<file path="src/rtl/shared_reg_arbiter.sv">
// shared_reg_arbiter: round-robin, burst-capped write arbiter for one shared W-bit enabled register.
module shared_reg_arbiter #(
    parameter int N         = 4,
    parameter int W         = 4,
    parameter int MAX_BURST = 4
) (
    input  logic                 clk,
    input  logic                 reset,
    input  logic [N-1:0]         req,
    input  logic [N*W-1:0]       wdata,
    output logic [N-1:0]         gnt,
    output logic [$clog2(N)-1:0] owner,
    output logic                 busy,
    output logic                 reg_en,
    output logic [W-1:0]         reg_d
);
    localparam int OW = $clog2(N);
    localparam int CW = $clog2(MAX_BURST + 1);

    typedef enum logic {IDLE, BUSY} state_t;

    state_t        state_q, state_d;
    logic [OW-1:0] owner_q, owner_d, last_q, last_d, win, idx;
    logic [CW-1:0] cnt_q, cnt_d;
    logic [N-1:0]  gnt_q, gnt_d;
    logic          rel;

    always_ff @(posedge clk) begin
        if (reset) begin
            state_q <= IDLE;
            owner_q <= '0;
            last_q  <= OW'(N - 1);
            cnt_q   <= '0;
            gnt_q   <= '0;
        end else begin
            state_q <= state_d;
            owner_q <= owner_d;
            last_q  <= last_d;
            cnt_q   <= cnt_d;
            gnt_q   <= gnt_d;
        end
    end

    // Descending scan so the nearest requester after last_q is assigned last and wins.
    always_comb begin
        win = last_q;
        idx = '0;
        for (int k = N; k >= 1; k--) begin
            idx = OW'((int'(last_q) + k) % N);
            if (req[idx]) win = idx;
        end
    end

    assign rel = ~req[owner_q] | (reg_en & (cnt_q == CW'(MAX_BURST - 1)));

    always_comb begin
        state_d = state_q;
        owner_d = owner_q;
        last_d  = last_q;
        cnt_d   = cnt_q;
        gnt_d   = gnt_q;
        if (state_q == IDLE) begin
            if (|req) begin
                state_d = BUSY;
                owner_d = win;
                gnt_d   = N'(1) << win;
                cnt_d   = '0;
            end
        end else if (rel) begin
            state_d = IDLE;
            gnt_d   = '0;
            last_d  = owner_q;
            cnt_d   = '0;
        end else if (reg_en) begin
            cnt_d = cnt_q + CW'(1);
        end
    end

    always_comb begin
        reg_en = (state_q == BUSY) & req[owner_q] & ~reset;
        reg_d  = (state_q == BUSY) ? wdata[owner_q*W +: W] : '0;
    end

    assign gnt   = gnt_q;
    assign owner = owner_q;
    assign busy  = state_q == BUSY;
endmodule

</file>
<file path="config.mk">
export PLATFORM = sky130hd
export DESIGN_NAME = shared_reg_arbiter
export DESIGN_NICKNAME = d
export VERILOG_FILES = /design/src/rtl/shared_reg_arbiter.sv
export SDC_FILE = /design/constraint.sdc
export NUM_CORES = 1
export LEC_CHECK = 0
export ABC_AREA = 1
export CAP_MARGIN = 0
export CORE_MARGIN = 4
export CORE_UTILIZATION = 44
export DETAILED_ROUTE_END_ITERATION = 16
export PLACE_DENSITY = 0.88
export SYNTH_ARGS = -nofsm -noshare
export SYNTH_HDL_FRONTEND = slang
export SYNTH_SLANG_ARGS = --single-unit
</file>
<file path="constraint.sdc">
create_clock -name clk -period 1.5 [get_ports clk]
set_input_delay 0.3 -clock clk [delete_from_list [all_inputs] [get_ports clk]]
set_output_delay 0.3 -clock clk [all_outputs]
set_load 0.01 [all_outputs]
</file>
==> flow_metrics.py <==
metrics = {
    "run": {
        "max_cap_viol_count": 0,
    },
    "placement": {
        "port_buffers": 33,
        "gp_congestion": 0.768,
        "dpl.hpwl_mm": 2.35,
    },
    "global_routing": {
        "grt_use_met2": 0.460,
        "grt_use_met1": 0.262,
        "busiest_layer": "met2",
        "use_met3": 0.0218,
        "grt-ovfl-total": 0,
        "grt_usage": 0.239,
        "grt_pass1_vias": 1261,
        "antenna_found_initial": 0,
        "grt_max_degree": 11,
        "grt_pass1_wl_mm": 5.22,
    },
    "clocking": {
        "tritoncts": "built",
        "cts.root.buffer_cell": "clkbuf_4",
        "clock_path_buffers": 2,
        "clkTransAtPathRegs_ns": 0.08,
        "hold_buffers": 0,
        "h-tree-depth": 1,
        "clock_latency_ns": 0.27,
        "numClockSinks": 12,
        "cts_buffers": 3,
    },
    "synth": {
        "yosysSeqAreaShare": 0.253,
        "netlist_instances": 161,
        "synth_cell_type_count": 22,
        "synth_ff_type": "dfxtp_1",
        "synth.most_common_cell": "nand2_1",
        "yosysTopAreaCellShare": 0.253,
        "ys_async_sr_fraction": 0,
        "syn_area_sq_um": 950,
        "synth_area_leaders": "dfxtp_1, nand2_1, nor2_1",
        "ys_ff_latch": 12,
        "ys_warn_count": 0,
        "syn-num-nets": 185,
        "yosysTopAreaCell": "dfxtp_1",
        "synth_edf_count": 0,
        "syn_area_per_cell_sq_um": 5.90,
        "synthTopCellsByCount": "nand2_1, nor2_1, inv_1",
    },
    "route": {
        "avgRoutedWirePerCell_um": 13.5,
        "drc": 0,
        "dr_total_vias": 1306,
        "postRouteAntennaNets": 0,
        "routed_wl_mm": 3.32,
        "viasPerCell": 5.29,
        "first_iter_violations": 32,
        "firstDrtPassIters": 4,
    },
    "setup_path": {
        "critical_path.startpoint_type": "flop",
        "worst-setup-path-type": "flop to primary output",
        "r2r-start": "owner[0]",
        "cp_data_required_time_ns": 1.20,
        "rr_worst_depth": 11,
        "critPathCaptureType": "primary output",
        "path_max_fanout": 4,
        "reg2reg_slack_ns": 0.01,
        "cp.arrival_ns": 1.32,
        "r2r-end": "cnt_q[2]",
    },
    "timing": {
        "finalCriticalPeriod_ns": 1.62,
        "hold_viol": 0,
        "skew_ns": 0.00166,
        "setup_viol": 5,
        "fmax_ghz": 0.618,
        "setup_slack_ns": -0.118,
        "finalCritPeriodShare": 1.08,
        "final_max_slew_viol_count": 0,
        "rsz0062_at_grt": "yes",
        "whs_ns": 0.475,
        "timing.slew.headroom": 0.850,
        "worst_pin_slew_ns": 0.224,
    },
    "die": {
        "die_area_sq_um": 2970,
        "io_pins": 34,
        "start_util": 0.474,
        "num_rows": 16,
        "die_x_um": 54.5,
        "dieHeight_um": 54.5,
        "core_area_sq_um": 2000,
    },
    "min_path": {
        "min_from": "gnt[2]",
        "min_to": "gnt[2]",
        "whs_path_depth": 2,
        "min-delay-path-class": "flop to flop",
    },
    "run_status": {
        "violations": "negative setup slack",
        "outcome": "finished with violations",
    },
    "finish": {
        "finish.utilization": 0.798,
        "antenna_cells": 0,
        "final_nets": 245,
        "synthToLayoutAreaGrowth_pct": 68.2,
        "drive_gt1_frac": 0.355,
    },
    "power_and_ir_drop": {
        "pwr_density_cell_nw_per_um2": 1150,
        "ir_drop_mv": 0.987,
        "leakage_nw": 0.801,
    },
}
==> worst max-delay path: stages, from the launching register on <==
cell and delay (ns):
dfxtp_4 0.38, buf_6 0.11, nand2_4 0.05, nand3_4 0.09, nand2_4 0.07, nor2_4 0.10
inv_2 0.06, nor2_2 0.07, buf_2 0.13
==> logic make-up after synthesis <==
family / after synthesis / synth area share
buf+inv: 23 / 0.104
compound gates: 29 / 0.169
fa+ha+maj: 2 / 0.0263
simple gates: 95 / 0.448
flops: 12 / 0.253
==> cell type report <==
cell class,instances,area (sq um)
Multi-Input combinational cell,127,699
Sequential cell,12,253
Fill cell,150,404
Clock buffer,4,36.3
Tap cell,27,33.8
Timing Repair Buffer,58,502
Inverter,19,73.8
==> stage by stage <==
| step | total power [W] | area, sq um | setup slack, ns | TNS [ns] | std cells |
|---|---|---|---|---|---|
| 2_1_floorplan | 0.000994 | 950 | 0.121 | 0 | 161 |
| 4_1_cts | 0.00170 | 1510 | -0.131 | -0.447 | 246 |
| 6_report | 0.00183 | 1600 | -0.118 | -0.369 | 247 |
| 3_5_place_dp | 0.00139 | 1430 | -0.653 | -5.37 | 236 |
| 3_3_place_gp | 0.00135 | 1430 | -0.625 | -4.43 | 236 |
| 5_1_grt | 0.00197 | 1600 | -0.217 | -1.15 | 247 |
==> layout by cell type, fill, tap and decap left out, drive strengths merged, types with 2 or more instances in the layout <==
master / netlist / layout
dfxtp: 12 / 12
nand3: 17 / 17
a21oi: 11 / 11
dlygate4sd2: 0 / 7
clkdlybuf4s50: 0 / 20
o21ai: 15 / 15
clkbuf: 1 / 4
nor2: 25 / 25
o211ai: 2 / 2
buf: 3 / 30
inv: 19 / 19
ha: 2 / 2
nand2: 51 / 52
==> layer usage <==
metal	up-vias	routed length, um
li1	639	-
met1	636	1360
met2	23	1840
met3	8	82
met4	0	47
met5	-	0
==> power by group <==
part | total [W] | internal, W | switching, W
registers | 0.000436 | 0.000382 | 0.0000533
logic | 0.00114 | 0.000514 | 0.000627
clock network | 0.000257 | 0.000148 | 0.000109
total | 0.00183 | 0.00104 | 0.000790
==> sequential cells by signal, summed over array words and instances, names as in the netlist <==
signal  cells
last_q      2
owner       2
gnt         4
busy        1
cnt_q       3
==> worst max path at each step <==
stage	to	startpoint	slack (ns)
6_report	reg_en	owner[0]	-0.12
5_1_grt	reg_en	owner[0]	-0.22
4_1_cts	reg_en	owner[0]	-0.13
3_5_place_dp	reg_en	req[1]	-0.65
3_3_place_gp	reg_en	req[1]	-0.62
2_1_floorplan	reg_en	owner[1]	0.12
==> what timing repair did <==
item / in CTS / in global routing
cloned: 0 / 1
endpoints found under the setup margin: 13 / 16
pin swaps: 9 / 16
setup buffers: 6 / 2
resized for setup: 51 / 24
Note: power is estimated with default switching activity, not from simulation.
